### config.mk
export PLATFORM = sky130hd
export DESIGN_NAME = clock_divider_counter
export DESIGN_NICKNAME = d
export VERILOG_FILES = /design/src/rtl/clock_divider_counter.sv
export SDC_FILE = /design/constraint.sdc
export NUM_CORES = 1
export LEC_CHECK = 0
export CORE_UTILIZATION = 45
export CTS_CLUSTER_DIAMETER = 200
export DETAILED_ROUTE_END_ITERATION = 6
export GPL_ROUTABILITY_DRIVEN = 0
export GPL_TIMING_DRIVEN = 1
export PLACE_DENSITY = 0.74
export SYNTH_ARGS = -nofsm -noshare
export SYNTH_HDL_FRONTEND = slang
export SYNTH_SLANG_ARGS = --single-unit
### constraint.sdc
create_clock -name clock -period 2.7 [get_ports clock]
set_input_delay 0.405 -clock clock [delete_from_list [all_inputs] [get_ports clock]]
set_output_delay 0.405 -clock clock [all_outputs]
set_load 0.01 [all_outputs]
### src/rtl/clock_divider_counter.sv
// Programmable clock divider: counts enabled cycles up to a loadable limit,
// emitting a one-cycle tick and toggling a divided clock on every wrap.
module clock_divider_counter #(
  parameter int unsigned      WIDTH         = 32,
  parameter logic [WIDTH-1:0] DEFAULT_LIMIT = WIDTH'(32'd24999999)
) (
  input  logic             clock,
  input  logic             reset,
  input  logic             enable,
  input  logic             load,
  input  logic [WIDTH-1:0] half_period,
  output logic [WIDTH-1:0] count,
  output logic [WIDTH-1:0] limit,
  output logic             tick,
  output logic             clk_out
);

  logic [WIDTH-1:0] count_q, count_d;
  logic [WIDTH-1:0] limit_q, limit_d;
  logic             tick_q, tick_d;
  logic             clk_out_q, clk_out_d;
  logic             terminal_c;

  // Wrap when the count reaches the limit; using >= means an all-ones limit
  // wraps at all-ones and the increment can never overflow.
  assign terminal_c = (count_q >= limit_q);

  // Next-state: load overrides counting, disabled cycles hold everything.
  always_comb begin
    count_d   = count_q;
    limit_d   = limit_q;
    clk_out_d = clk_out_q;
    tick_d    = 1'b0;
    if (load) begin
      limit_d   = half_period;
      count_d   = '0;
      clk_out_d = 1'b0;
    end else if (enable) begin
      if (terminal_c) begin
        count_d   = '0;
        tick_d    = 1'b1;
        clk_out_d = ~clk_out_q;
      end else begin
        count_d = count_q + WIDTH'(1);
      end
    end
  end

  always_ff @(posedge clock or posedge reset) begin
    if (reset) begin
      count_q   <= '0;
      limit_q   <= DEFAULT_LIMIT;
      tick_q    <= 1'b0;
      clk_out_q <= 1'b0;
    end else begin
      count_q   <= count_d;
      limit_q   <= limit_d;
      tick_q    <= tick_d;
      clk_out_q <= clk_out_d;
    end
  end

  assign count   = count_q;
  assign limit   = limit_q;
  assign tick    = tick_q;
  assign clk_out = clk_out_q;

endmodule

# Yosys cells after proc, flatten, opt, wreduce, memory -nomap -nowiden
# Cells that the tools add are included.
dict set report word_totals {
  reg_bits 66
}
dict set report classes {
  bitwise_logic 1
  n_reduce_logical 3
  mux 9
  order_cmp 1
  n_addsub 1
}
# operator n
set ops {}
lappend ops {{2-to-1 mux 32 bit} 3}
lappend ops {{adder 32 x 1 -> 32 bit, second input constant} 1}
lappend ops {{greater-or-equal comparator 32 bit} 1}
lappend ops {{2-to-1 mux 1 bit} 6}
lappend ops {{nonzero test 2 bit} 2}
lappend ops {{AND reduction 2 bit} 1}
lappend ops {{NOT 1 bit} 1}

# Longest topological paths before layout
dict set report logic_depth {
  depth_word 4
  mapped_depth 9
}

# Least setup slack after synthesis
# OpenSTA, ideal clock, no wires.
dict set report synth_path {
  path_kind {flip-flop to flip-flop}
  from {register limit_q[14], in the netlist limit[14]}
  to {register count_q[17], in the netlist count[17]}
  setup_ps 126
  t_arrival_ps 2377
  slack_ps 197
  required_ps 2574
  path_buffers 1
  stages_incl_launch_ff 10
  synth_period_minus_slack_ps 2503
  cell_sequence {dfstp_2 -> inv_1 -> ha_1 -> nand4_2 -> nor3_2 -> or4b_1 -> a31oi_4 -> buf_6 -> nor3_2 -> a311o_1}
}
dict set report synth_between {
  elab_chain_len 4
}
# item line_no
set synth_rtl {}
lappend synth_rtl {{start: declaration} 19} ;# logic [WIDTH-1:0] limit_q, limit_d;
lappend synth_rtl {{start signal: assignment} 57} ;# limit_q <= limit_d;
lappend synth_rtl {{greater-or-equal comparator 32 bit} 26} ;# assign terminal_c = (count_q >= limit_q);
lappend synth_rtl {{2-to-1 mux 32 bit} 39} ;# if (terminal_c) begin
lappend synth_rtl {{2-to-1 mux 32 bit} 38} ;# end else if (enable) begin
lappend synth_rtl {{2-to-1 mux 32 bit} 34} ;# if (load) begin
lappend synth_rtl {{end signal: assignment} 56} ;# count_q <= count_d;
lappend synth_rtl {{end: declaration} 18} ;# logic [WIDTH-1:0] count_q, count_d;
# No other way between the ends. The select of a mux whose other input is x is not followed.
# A chain may end at the register's enable or synchronous reset.

# Final worst setup path
dict set report layout_path {
  from {register limit_q[13], in the netlist limit[13]}
  to {register count_q[17], in the netlist count[17]}
}
# Same word-level chain as after synthesis.

==> impl_metrics.py <==
metrics = {
    "global_routing": {
        "overflow": 0,
        "antenna_found_initial": 0,
        "grt_pass1_vias": 3540,
        "grt_max_degree": 72,
        "grt_use_total_pct": 23.0,
        "grt_pass1_wl_mm": 16.3,
    },
    "logic_synthesis": {
        "ys_warn_count": 0,
        "synth_area_leader_cell": "dfrtp_1",
        "ys_types": 49,
        "synth_area_leaders": "dfrtp_1 (31%), dfstp_2 (11%), ha_1 (10%)",
        "yosys.area.top_type_share_pct": 30.7,
        "ys_seq_area_share_pct": 41.9,
        "ys_ff_latch": 66,
        "synth_nets": 502,
        "synth_edf_count": 0,
        "synthArstFlopShare_pct": 100,
        "netlist_area_sq_um": 4000,
        "synthesis.instances": 433,
        "avgSynthCellArea_sq_um": 9.23,
        "synth_ff_type": "dfrtp_1",
    },
    "critical_path": {
        "endpoint_kind": "register",
        "cpMaxStageDelayCell": "dfstp_2",
        "path_buf_inv": 2,
        "regToRegSetupSlack_ns": 0.1,
        "regToRegEndpoint": "count[17]",
        "slowest_delay_ns": 0.55,
        "path_class": "register to register",
        "cp_data_arrival_time_ns": 2.84,
        "worst_setup_path_start_kind": "register",
        "cp_top_family": "simple AND/OR/NAND/NOR gates",
        "crit_path_cell_trace": "inv_2 -> ha_4 -> nand4_4 -> nor3_4 -> or4b_4 -> a31oi_4 -> buf_6 -> nor3_2 -> a311o_1",
        "path_depth": 9,
        "crit_start": "limit[13]",
        "r2r-start": "limit[13]",
        "cp_data_required_time_ns": 2.94,
        "crit_fanout": 8,
        "reg2regPathDepth": 9,
    },
    "power_and_ir_drop": {
        "seq_power_share_pct": 42.6,
        "swShare_pct": 24.6,
        "combPwrFrac_pct": 15.3,
        "peakVddDrop_mv": 0.343,
        "clkPwrFrac_pct": 42.1,
        "p_leak_nw": 2.44,
        "switchingPower_uw": 621,
        "internal_power_mw": 1.91,
        "p_per_area_nw_per_um2": 448,
    },
    "timing": {
        "post-route-period-util_pct": 96.4,
        "hold_viol": 0,
        "drv_slew": 0,
        "clock_skew_ns": 0.00970,
        "fin_crit_ns": 2.60,
        "setup_viol": 0,
        "fmax_ghz": 0.384,
        "slew-limit-headroom_pct": 57.7,
        "rsz0062_at_grt": "true",
        "tightest_slew_ns": 0.635,
    },
    "clock_network": {
        "postCtsHoldBufs": 0,
        "cts_buffers": 9,
        "clk_latency_ns": 0.36,
        "cts_buffer_depth": 2,
        "clkSinkCount": 66,
        "clk_pin_slew_ns": 0.08,
        "cts_tree": "done",
        "cts-root-buf": "clkbuf_8",
        "htree_levels": 3,
    },
    "floorplan": {
        "die_h_microns": 96.2,
        "initial_utilization_pct": 46.0,
        "die_area_sq_um": 9260,
        "num_rows": 34,
        "die_w_microns": 96.2,
        "pin_count": 102,
        "coreArea_sq_um": 8680,
    },
    "route": {
        "drc_errors": 0,
        "drt-pass1-iter-count": 4,
        "routedWlPerCell_microns": 14.9,
        "ant_nets": 0,
        "vias": 3576,
        "drtIter0Drc": 165,
        "via_per_inst": 5.33,
        "drt_wl_total_mm": 10.0,
    },
    "worst_hold_path": {
        "hp-class": "input pin to async pin",
    },
    "final_layout": {
        "fin_util_pct": 65.1,
        "n_antenna_cell": 0,
        "finalNonFillerCells": 671,
        "nets": 627,
        "drive_gt1_share_pct": 17.9,
        "area_growth_pct": 41.3,
    },
    "outcome": {
        "status": "complete, no violations",
    },
    "placement": {
        "placed_cells": 654,
        "post-dp-hpwl_mm": 7.25,
        "io_buffers": 101,
    },
    "run": {
        "drv_cap": 0,
    },
}
worst min-delay path, delay by kind of cell:
family / cells / cell delay [ns]
buffers and inverters: 3 / 0.85
timing repair:
| action | in CTS | in global routing |
|---|---|---|
| cloned | 0 | 0 |
| pin swaps | 2 | 5 |
| gates resized for setup | 5 | 13 |
| setup buffers | 0 | 1 |
| setup endpoints to repair | 25 | 27 |
through the flow:
stage               hold WS (ns)  setup TNS [ns]  total power [mW]  area, sq um  setup slack [ns]
floorplan                  0.498               0              1.27         4000             0.197
global placement           0.491          -0.569              1.45         5300           -0.0315
detailed placement         0.493           -1.36              1.46         5300           -0.0918
CTS                        0.485               0              2.53         5570            0.0166
global route               0.499         -0.0169              2.62         5650           -0.0108
finish                     0.467               0              2.53         5650            0.0980
synth_stat cells, types with 2 or more instances:
library cell  count
nand3_1          15
inv_1            38
nand3b_1          2
a21oi_1          13
o21a_1            2
nand2b_1          5
clkbuf_1         16
dfrtp_1          49
and3_1            4
nor2b_1           5
nor3_2            3
nor3_1            8
buf_2             4
mux2_2            2
buf_6             2
nor4b_1           2
ha_1             33
dfstp_2          17
or4b_2            2
nand2_1          53
a211o_1           4
a2111oi_0         2
o21ai_0          39
or2_2             4
xor2_1            8
nor3b_1           2
a311o_1           3
nor2_1           23
a211o_2           3
a21o_1            2
nand4_1          12
nand4_2           2
a211oi_1         23
and4_1            2
xnor2_1          13
nor4_1            2
o31ai_1           2
flip-flops by register name (all words and copies together), names as in the netlist:
signal / count
clk_out: 1
limit: 32
count: 32
tick: 1
cell families (layout without fill, tap and decap cells):
family | count (synthesis) | in the layout | synth area share [%]
AND/OR/NAND/NOR | 154 | 154 | 20.6
AO/OA/AOI/OAI | 96 | 96 | 15.8
flip-flops | 66 | 66 | 41.9
buffers and inverters | 61 | 191 | 6.23
adder cells (fa/ha/maj) | 33 | 33 | 10.3
XOR/XNOR | 21 | 21 | 4.60
multiplexers | 2 | 2 | 0.564
per-layer routing:
layer / up-vias / wire length, microns / global-route usage (%)
met5: - / 0 / 0
met4: 0 / 214 / 10.9
met3: 18 / 479 / 3.40
met2: 93 / 4800 / 37.2
met1: 1692 / 4520 / 30.2
li1: 1773 / - / -
area by class of cell:
class / instances / area, sq um
Fill cell: 734 / 3030
Multi-Input combinational cell: 306 / 2160
Sequential cell: 66 / 1670
Timing Repair Buffer: 137 / 1280
Clock buffer: 11 / 151
Inverter: 38 / 143
Tap cell: 108 / 135
Clock inverter: 5 / 100
power by group through the flow:
stage	registers, mW	logic (mW)	clock network (mW)
after global placement	1.09	0.361	0
after CTS	1.08	0.378	1.07
after floorplan	1.12	0.149	0
final	1.08	0.387	1.07
after detailed placement	1.09	0.370	0
after global routing	1.08	0.430	1.11
worst max-delay path by stage:
stage                            to  slack, ns
after detailed placement  count[22]      -0.09
after global routing        clk_out      -0.01
final                     count[17]        0.1
after CTS                  count[0]       0.02
after floorplan           count[17]       0.20
after global placement    count[22]      -0.03
placed cells by master (no fill, tap or decap), drive strengths merged, types with 4 or more instances in the layout:
| cell type | n |
|---|---|
| nor2 | 24 |
| nor2b | 5 |
| clkdlybuf4s50 | 100 |
| or2 | 4 |
| nand3 | 15 |
| nand2b | 5 |
| ha | 33 |
| xnor2 | 13 |
| clkbuf | 11 |
| xor2 | 8 |
| inv | 38 |
| nand2 | 53 |
| o21ai | 39 |
| dfrtp | 49 |
| a21oi | 13 |
| dfstp | 17 |
| a211oi | 23 |
| nor3 | 12 |
| and3 | 4 |
| nand4 | 14 |
| a211o | 7 |
| buf | 37 |
(Power assumes the default switching activity.)
